<file path="src/rtl/ram_arbiter.sv">
// Two-requester round-robin arbiter for the register RAM ports, with burst
// support and a starvation limit that only applies under contention.
module ram_arbiter #(
    parameter int unsigned D_WIDTH   = 19,
    parameter int unsigned A_WIDTH   = 5,
    parameter int unsigned MAX_BURST = 8
) (
    input  logic               clk,
    input  logic               reset,
    input  logic               req0,
    input  logic               req1,
    input  logic               we0,
    input  logic               we1,
    input  logic               last0,
    input  logic               last1,
    input  logic [A_WIDTH-1:0] addr0,
    input  logic [A_WIDTH-1:0] addr1,
    input  logic [D_WIDTH-1:0] wdata0,
    input  logic [D_WIDTH-1:0] wdata1,
    output logic               gnt0,
    output logic               gnt1,
    output logic [D_WIDTH-1:0] rdata0,
    output logic [D_WIDTH-1:0] rdata1,
    output logic               rvalid0,
    output logic               rvalid1,
    output logic [A_WIDTH-1:0] ram_address_write,
    output logic [D_WIDTH-1:0] ram_data_write,
    output logic               ram_write_enable,
    output logic [A_WIDTH-1:0] ram_address_read,
    input  logic [D_WIDTH-1:0] ram_data_read
);

    localparam int unsigned CW = (MAX_BURST > 1) ? $clog2(MAX_BURST) : 1;
    localparam logic [CW-1:0] CNT_MAX = CW'(MAX_BURST - 1);

    typedef enum logic [1:0] {IDLE, OWN0, OWN1} state_t;

    state_t        state;
    state_t        state_nxt;
    logic          ptr;
    logic [CW-1:0] cnt;
    logic          beat0;
    logic          beat1;
    logic          own_req;
    logic          own_last;
    logic          other_req;
    logic          release_own;

    // RAM ports are decoded from state so a reset assertion blanks them at once
    always_comb begin
        beat0             = (state == OWN0) && req0;
        beat1             = (state == OWN1) && req1;
        ram_write_enable  = 1'b0;
        ram_address_write = '0;
        ram_address_read  = '0;
        ram_data_write    = '0;
        if (beat0) begin
            ram_write_enable  = we0;
            ram_address_write = addr0;
            ram_address_read  = addr0;
            ram_data_write    = wdata0;
        end else if (beat1) begin
            ram_write_enable  = we1;
            ram_address_write = addr1;
            ram_address_read  = addr1;
            ram_data_write    = wdata1;
        end
    end

    always_comb begin
        own_req     = (state == OWN0) ? req0  : req1;
        own_last    = (state == OWN0) ? last0 : last1;
        other_req   = (state == OWN0) ? req1  : req0;
        release_own = !own_req || own_last || ((cnt == CNT_MAX) && other_req);
        state_nxt   = state;
        case (state)
            IDLE: begin
                if (req0 && req1) state_nxt = ptr ? OWN1 : OWN0;
                else if (req0)    state_nxt = OWN0;
                else if (req1)    state_nxt = OWN1;
            end
            OWN0: if (release_own) state_nxt = req1 ? OWN1 : IDLE;
            OWN1: if (release_own) state_nxt = req0 ? OWN0 : IDLE;
            default: state_nxt = IDLE;
        endcase
    end

    always_ff @(posedge clk or negedge reset) begin
        if (!reset) begin
            state   <= IDLE;
            ptr     <= 1'b0;
            cnt     <= '0;
            gnt0    <= 1'b0;
            gnt1    <= 1'b0;
            rdata0  <= '0;
            rdata1  <= '0;
            rvalid0 <= 1'b0;
            rvalid1 <= 1'b0;
        end else begin
            state   <= state_nxt;
            gnt0    <= (state_nxt == OWN0);
            gnt1    <= (state_nxt == OWN1);
            rvalid0 <= beat0 && !we0;
            rvalid1 <= beat1 && !we1;
            if (beat0 && !we0) rdata0 <= ram_data_read;
            if (beat1 && !we1) rdata1 <= ram_data_read;
            if ((state != IDLE) && release_own) ptr <= (state == OWN0);
            // cnt saturates so a lone requester can burst indefinitely
            if (state_nxt != state)  cnt <= '0;
            else if (state != IDLE && cnt != CNT_MAX) cnt <= cnt + CW'(1);
        end
    end

endmodule

</file>
<file path="config.mk">
export PLATFORM = sky130hd
export DESIGN_NAME = ram_arbiter
export DESIGN_NICKNAME = d
export VERILOG_FILES = /design/src/rtl/ram_arbiter.sv
export SDC_FILE = /design/constraint.sdc
export NUM_CORES = 1
export LEC_CHECK = 0
export CORE_MARGIN = 2
export CORE_UTILIZATION = 35
export CTS_CLUSTER_DIAMETER = 40
export DETAILED_ROUTE_END_ITERATION = 10
export PLACE_DENSITY = 0.79
export SETUP_SLACK_MARGIN = 0.05
export SLEW_MARGIN = 10
export SYNTH_ARGS = -nofsm -noshare
export SYNTH_HDL_FRONTEND = slang
export SYNTH_SLANG_ARGS = --single-unit
export TNS_END_PERCENT = 5
</file>
<file path="constraint.sdc">
create_clock -name clk -period 1.7 [get_ports clk]
set_input_delay 0.34 -clock clk [delete_from_list [all_inputs] [get_ports clk]]
set_output_delay 0.34 -clock clk [all_outputs]
set_load 0.02 [all_outputs]
</file>
# [Word-level counts from Yosys, hierarchy flattened]
# Index checks and enable logic that the tools add are counted.
[word_totals] ff_bits=48 latch_bits=0 mem_bits_rw=0 rom_bits=0 in_bits=75 output_inout_bits=72 elab_cells=53 n_memories=0
[op_classes] addsub=1 multipliers=0 div_mod_pow=0 n_lt_le_gt_ge=0 eq_ne=7 shift=0 muxes=20 bitwise_logic=0 n_reduce_logical=16
[ops] op="19-bit 2-to-1 mux" count=2
[ops] op="2-bit 2-to-1 mux" count=7
[ops] op="5-bit 2-to-1 mux" count=2
[ops] op="1-bit logical AND" count=8
[ops] op="1-bit 2-to-1 mux" count=6
[ops] op="3-bit 2-to-1 mux" count=2
[ops] op="2-bit case mux with 3 select lines" count=1
[ops] op="2-bit by 1-bit equality test with 1-bit output, second input constant" count=2
[ops] op="2-bit equality test, second input constant" count=2
[ops] op="2-bit nonzero test" count=2
[ops] op="3-bit by 1-bit adder with 3-bit output, second input constant" count=1
[ops] op="3-bit equality test, second input constant" count=1
[ops] op="1-bit zero test" count=3
[ops] op="3-bit inequality test, second input constant" count=1
[ops] op="2-bit zero test" count=1
[ops] op="1-bit logical OR" count=2
[ops] op="2-bit inequality test" count=1

# [Logic depth before layout (Yosys ltp)]
[depth] depth_word=9 depth_mapped=6 depth_no_buf=5

# [Least setup slack after synthesis]
# Ideal clock, no wire load.
[synth_path] path_type="register to output" start="reg state[1]" end="out ram_address_write[3]" t_arrival_ns=1.409 required_ns=1.360 setup_slack_ns=-0.049 path_stages_with_launch=7 path_cell_list="dfrtp_1 -> buf_2 -> and3b_1 -> buf_2 -> buf_2 -> a22o_1 -> buf_4"
[synth_between] elab_chain_cells=4
[synth_rtl] item="start, declared" line="38" text="state_t state;"
[synth_rtl] item="start signal, assigned" line="100" text="state <= state_nxt;"
[synth_rtl] item="2-bit equality test" line="52" text="beat1 = (state == OWN1) && req1;"
[synth_rtl] item="1-bit logical AND" line="52"
[synth_rtl] item="5-bit 2-to-1 mux"
[synth_rtl] item="5-bit 2-to-1 mux *"
[synth_rtl] item="end, declared" line="26" text="output logic [A_WIDTH-1:0] ram_address_write,"
# Mark *: on every way between the ends. The rest lies on a longest branch, timed or not.

# [Worst setup path after layout]
[layout_path] start="reg state[0]" end="out ram_address_write[2]"
[layout_between] elab_chain_cells=4
[layout_rtl] item="2-bit equality test" line="52"
[layout_rtl] item="1-bit logical AND" line="52"
[layout_rtl] item="5-bit 2-to-1 mux" line="62" text="end else if (beat1) begin"
[layout_rtl] item="5-bit 2-to-1 mux *" line="57" text="if (beat0) begin"
# Marked as above.

==> metrics.csv <==
stage,metric,value,unit
status,status,"complete, but fails checks",
status,failing checks,setup timing,
clocking,clock edge transition at the registers on the reported setup and hold paths,0.08,ns
placement,GPL Wtd Cong,0.856,
logic_synthesis,register area share after synthesis,0.544,
worst_setup_path,Worst EP arrival,1.51,ns
clocking,CTS tree,done,
clocking,CTS sink cnt,48,
finish,Area growth syn-to-layout,82.3,%
clocking,CTS Buf Count,5,
clocking,H-tree depth,2,
logic_synthesis,Post-Syn Area,2210,um^2
detailed_routing,starting DRC count in detailed routing,53,
detailed_routing,routed wire length,6840,um
floorplanning,Placement Rows,28,
floorplanning,# IOs,147,
finish,final-stage net count,398,
floorplanning,die area,6960,um^2
detailed_routing,Post-DRT Antenna Nets,0,
floorplanning,Starting Density,0.366,
finish,antenna cells,0,
sta,WHS,0.0114,ns
sta,Final Hold Vio Count,0,
sta,Final Critical Period,1.85,ns
finish,"commonest cells after routing, fill and taps aside","clkdlybuf4s50_1, dfrtp_1, mux2_2",
floorplanning,Die Span X,83.4,um
finish,"most common cell after layout, fill and taps aside",clkdlybuf4s50_1,
sta,RSZ-0062 raised after global routing,yes,
logic_synthesis,Synthesized Nets,241,
sta,"Period Utilization, post-route",1.09,
finish,fin area,4030,um^2
sta,final setup fails,30,
logic_synthesis,gate count of the mapped netlist,164,
worst_setup_path,CP max stage delay,0.39,ns
detailed_routing,Vias,1992,
sta,clk_skew,0.00557,ns
placement,Post-DP HPWL,4950,um
worst_setup_path,worst setup path class,reg -> out,
detailed_routing,Routed wire per std cell,17.3,um
logic_synthesis,Mean Syn Cell Area,13.5,um^2
sta,Final WS setup,-0.151,ns
global_routing,Overall Global Routing Usage,0.182,
global_routing,first-pass GRT wire length,10300,um
worst_setup_path,Worst Setup End Kind,output pin,
clocking,worst skew pair latency,0.29,ns
worst_setup_path,WP data required,1.36,ns
power,peak supply drop,0.863,mV
logic_synthesis,Syn. warnings,0,
floorplanning,die height,83.4,um
worst_setup_path,Critical Path Fanout Max,7,
floorplanning,floorplan core area,6030,um^2
finish,share of cells above drive strength 1,0.327,
logic_synthesis,Yosys reg bits,48,
sta,Max Freq,540,MHz
clocking,root cell of the clock tree,clkbuf_8,
worst_setup_path,r2r startpoint,state[1],
job,max_cap viols,0,
global_routing,largest net degree at the start of global routing,29,
sta,Final Max Tran Viols,0,
placement,Port Buffers,146,
worst_setup_path,worst path cell trace,and3b_2 -> clkbuf_16 -> a22o_4 -> buf_6,
power,PwrDens,1420,nW/um^2
worst_setup_path,CP Launch Type,flip-flop,
logic_synthesis,"Distinct cells, synth",26,
global_routing,total grt overflow,0,
worst_setup_path,Worst path slowest cell,dfrtp_1,
sta,slew of the pin with the lowest slew margin,0.374,ns
power,leakage,1.86,nW
detailed_routing,DRC,0,
detailed_routing,Avg Vias per Cell,5.03,
placement,Placed Area,3820,um^2
worst_setup_path,Critical path origin,state[0],
sta,Worst slew margin,0.750,
worst_hold_path,Hold Path Class,in -> async,
clocking,Max clock buf depth,2,
global_routing,antenna violations before repair,0,
detailed_routing,1st-pass router iterations,4,
global_routing,vias in the first global route,2038,
==> synthesized netlist by cell type <==
cell type	number	area, um^2
a211o_1	1	8.76
a211oi_1	1	7.51
a21o_1	1	7.51
a21oi_1	5	25.0
a22o_1	25	219
a22oi_1	1	7.51
and3b_1	3	26.3
buf_2	8	40.0
buf_4	5	37.5
buf_6	3	33.8
dfrtp_1	48	1200
ha_1	2	25.0
inv_1	1	3.75
mux2_2	38	428
mux2i_1	2	20.0
nand2_1	3	11.3
nand2b_1	2	12.5
nor2_1	4	15.0
nor2b_4	1	13.8
nor3_1	1	5.00
nor3b_1	1	7.51
o21a_1	2	15.0
o21ai_0	3	15.0
o21bai_1	1	7.51
o22ai_1	1	6.26
xor2_1	1	8.76
==> stage by stage <==
step,setup TNS (ns),cells,power (W),worst slack [ns],utilization
5_1_grt,-5.73,396,0.00605,-0.208,0.668
3_5_place_dp,-28.98,384,0.00501,-0.666,0.634
2_1_floorplan,0,164,0.00345,0.0466,-
6_report,-3.40,396,0.00572,-0.151,0.668
4_1_cts,-7.16,391,0.00559,-0.268,0.640
3_3_place_gp,-28.21,384,0.00496,-0.636,0.634
==> path summary, 6_finish.rpt <==
check                                       end  slack (ns)  cells past startpoint
max                        ram_address_write[2]       -0.15                      4
min                                  rdata0[10]        0.01                      2
max reg2reg                          rdata0[13]        0.02                      5
min reg2reg                           rdata1[2]        0.51                      1
max in group asynchronous            rdata1[13]        1.39                      2
min in group clk                           gnt1        0.46                      3
==> final cells by class <==
class                   instances  area [um^2]
inverters                       1         3.75
clock buffers                   6         72.6
well taps                      75         93.8
fillers                       450         2000
multi-input cells              99          983
clock inverters                 1         5.00
flip-flops and latches         48         1200
repair buffers                166         1670
==> layer usage <==
layer	part of all wire	vias up	wire length (um)	track usage
met5	0	-	0	0
met4	0.011	0	74	0.0411
met3	0.071	7	485	0.0557
met2	0.54	93	3660	0.334
met1	0.38	975	2620	0.206
li1	-	917	-	-
==> cell families (layout without fill, tap and decap cells) <==
| group | Yosys count | count (layout) | share of synthesized area |
|---|---|---|---|
| compound gates | 41 | 41 | 0.144 |
| fa+ha+maj | 2 | 2 | 0.0113 |
| mux | 40 | 40 | 0.203 |
| xor+xnor | 1 | 1 | 0.00397 |
| buf+inv | 17 | 174 | 0.0521 |
| simple gates | 15 | 15 | 0.0414 |
| flops | 48 | 48 | 0.544 |
==> where the power goes <==
group	internal, W	switching [W]	leakage (nW)	total [W]
sequential	0.00164	0.000251	0.589	0.00189
clock	0.000280	0.000336	0.0410	0.000615
combinational	0.00176	0.00145	1.23	0.00321
total	0.00368	0.00204	1.86	0.00572
==> worst max-delay path, delay by kind of cell, from the launching register on <==
kind / cells / cell delay [ns]
AND/OR/NAND/NOR: 1 / 0.26
flip-flops: 1 / 0.39
buffers and inverters: 2 / 0.31
AO/OA/AOI/OAI: 1 / 0.27
==> state kept, by name, indices dropped and copies added, names as in the netlist <==
signal and count:
rdata0 19, rdata1 19, cnt 3, state 2
gnt0 1, gnt1 1, ptr 1, rvalid0 1
rvalid1 1
==> what timing repair did <==
action | CTS | global route
gates cloned | 0 | 4
gates resized for setup | 105 | 74
pin swaps | 1 | 11
setup buffers | 0 | 1
hold endpoints to repair | 0 | 0
hold buffers | 0 | 0
setup endpoints to repair | 49 | 77
(Power assumes the default switching activity.)
==> edit: new RTL, config.mk and constraints unchanged <==
Reset style: synchronous (`reset`), changed in one clocked block.
--- a/src/rtl/ram_arbiter.sv
+++ b/src/rtl/ram_arbiter.sv
@@ -86,5 +86,5 @@
     end
 
-    always_ff @(posedge clk or negedge reset) begin
+    always_ff @(posedge clk) begin
         if (!reset) begin
             state   <= IDLE;
Function: differs if reset is asserted again (counterexample within 4 cycles, from zero or initial values and one cycle with reset low); with reset held inactive, the same outputs for 10 cycles.
==> edit against the unedited design <==
- the run still ends with setup timing left
- area after synthesis rose by 4.3%
- final cell count is 24% higher
- worst setup slack lost 0.054 ns
- final area rose by 3.3%
- wire length rose by 12%
- sequential cell count did not move
- via count increased by 22%
Power is not compared: it rests on default switching activity, and its combinational part moved more than twofold at a synthesized area within 25%.
==> edit: results <==
set metrics [dict create \
    finClkSkew_ns 0.00857 \
    async_flop_share_pct 0 \
    synth.top_cell.area_share_pct 41.7 \
    grtUsageMet1_pct 24.2 \
    max_slew_margin_pct 81.9 \
    grt_max_degree 40 \
    met3RoutedLength_um 543 \
    synth-seq-area-share_pct 41.7 \
    setup_ws_ns -0.205 \
    synthMuxAreaShare_pct 0.435 \
    setup_viol 30 \
    post-place-ws_ns -0.684 \
    timing.rr.start "state[1]" \
    timing.rr.end "rvalid0" \
    reg2reg_slack_ns 0.07 \
    critPathMaxStageDelay_ns 0.35 \
    met2_usage_pct 34.4 \
    use_met3_pct 5.64 \
    hpwl_um 5590 \
    worstHoldPathCells 2 \
    grtUsageTotal_pct 19.9 \
    cts_buffer_depth 2 \
    synth.area.top_cells "dfxtp_1 (42%), nand2_1 (13%), a22o_1 (9.5%)" \
    path_delay_family "buffers and inverters" \
    grt_pass1_wl_um 11500 \
    syn_nets 341 \
    status "finished, violations left" \
    worstHoldPathType "register to register" \
    violations "setup timing" \
    reg2regPathDepth 7 \
    wl_met1_um 3140 \
    layout.nets 490 \
    wl_per_cell_um 15.7 \
    gp_congestion 0.848 \
    via_count 2436 \
    synthXorXnorAreaFrac_pct 0 \
    synthDistinctLibCells 33 \
    wl_met2_um 3870 \
    synth_common_cells "nand2_1 (80), dfxtp_1 (48), a21boi_1 (28)" \
    synth_compound_area_share_pct 29.1 \
    drive_above_1_share_pct 21.3 \
]
## edit: changes by cell type after synthesis, moves of 3 or more
cell,change
o21a_1,+3
nand2_1,+77
nand2b_1,+3
clkbuf_1,+5
dfxtp_1,+48
buf_4,+5
dfrtp_1,-48
a21boi_2,+10
buf_2,-3
and2_1,+3
a21boi_1,+28
mux2_2,-38
## edit: how the worst max path moves through the flow
stage	startpoint	to
after detailed placement	req0	ram_address_read[4]
after global routing	state[1]	ram_address_read[3]
after global placement	req0	ram_data_write[14]
final	state[1]	ram_address_read[3]
after CTS	state[1]	ram_address_read[4]
after floorplan	req1	ram_address_write[0]
## edit: power by group through the flow
stage / sequential, W / combinational (W) / clock (W)
detailed placement: 0.00119 / 0.000607 / 0
floorplan: 0.00122 / 0.000245 / 0
CTS: 0.00117 / 0.000635 / 0.000746
global route: 0.00117 / 0.000683 / 0.000801
finish: 0.00117 / 0.000644 / 0.000725
global placement: 0.00119 / 0.000602 / 0
## edit: timing repair
action,4_1_cts,5_1_grt
resized for setup,157,22
gates cloned,3,0
setup endpoints to repair,41,50
pin swaps,10,3
buffers inserted,2,0
## edit: per-stage QoR
step / area [um2] / hold WS (ns) / total power, W / instances / TNS, ns
floorplan: 2370 / 0.464 / 0.00146 / 264 / 0
global placement: 3920 / 0.440 / 0.00179 / 478 / -24.29
detailed placement: 3920 / 0.444 / 0.00180 / 478 / -25.99
CTS: 4090 / 0.456 / 0.00255 / 491 / -5.65
global route: 4160 / 0.472 / 0.00265 / 491 / -7.15
finish: 4160 / 0.455 / 0.00254 / 491 / -5.62
## edit: final cells by class
class	count	area, um2
Clock buffer	6	82.6
Clock inverter	2	13.8
Fill cell	511	2190
Inverter	3	11.3
Multi-Input combinational cell	187	1230
Sequential cell	48	962
Tap cell	77	96.3
Timing Repair Buffer	168	1760
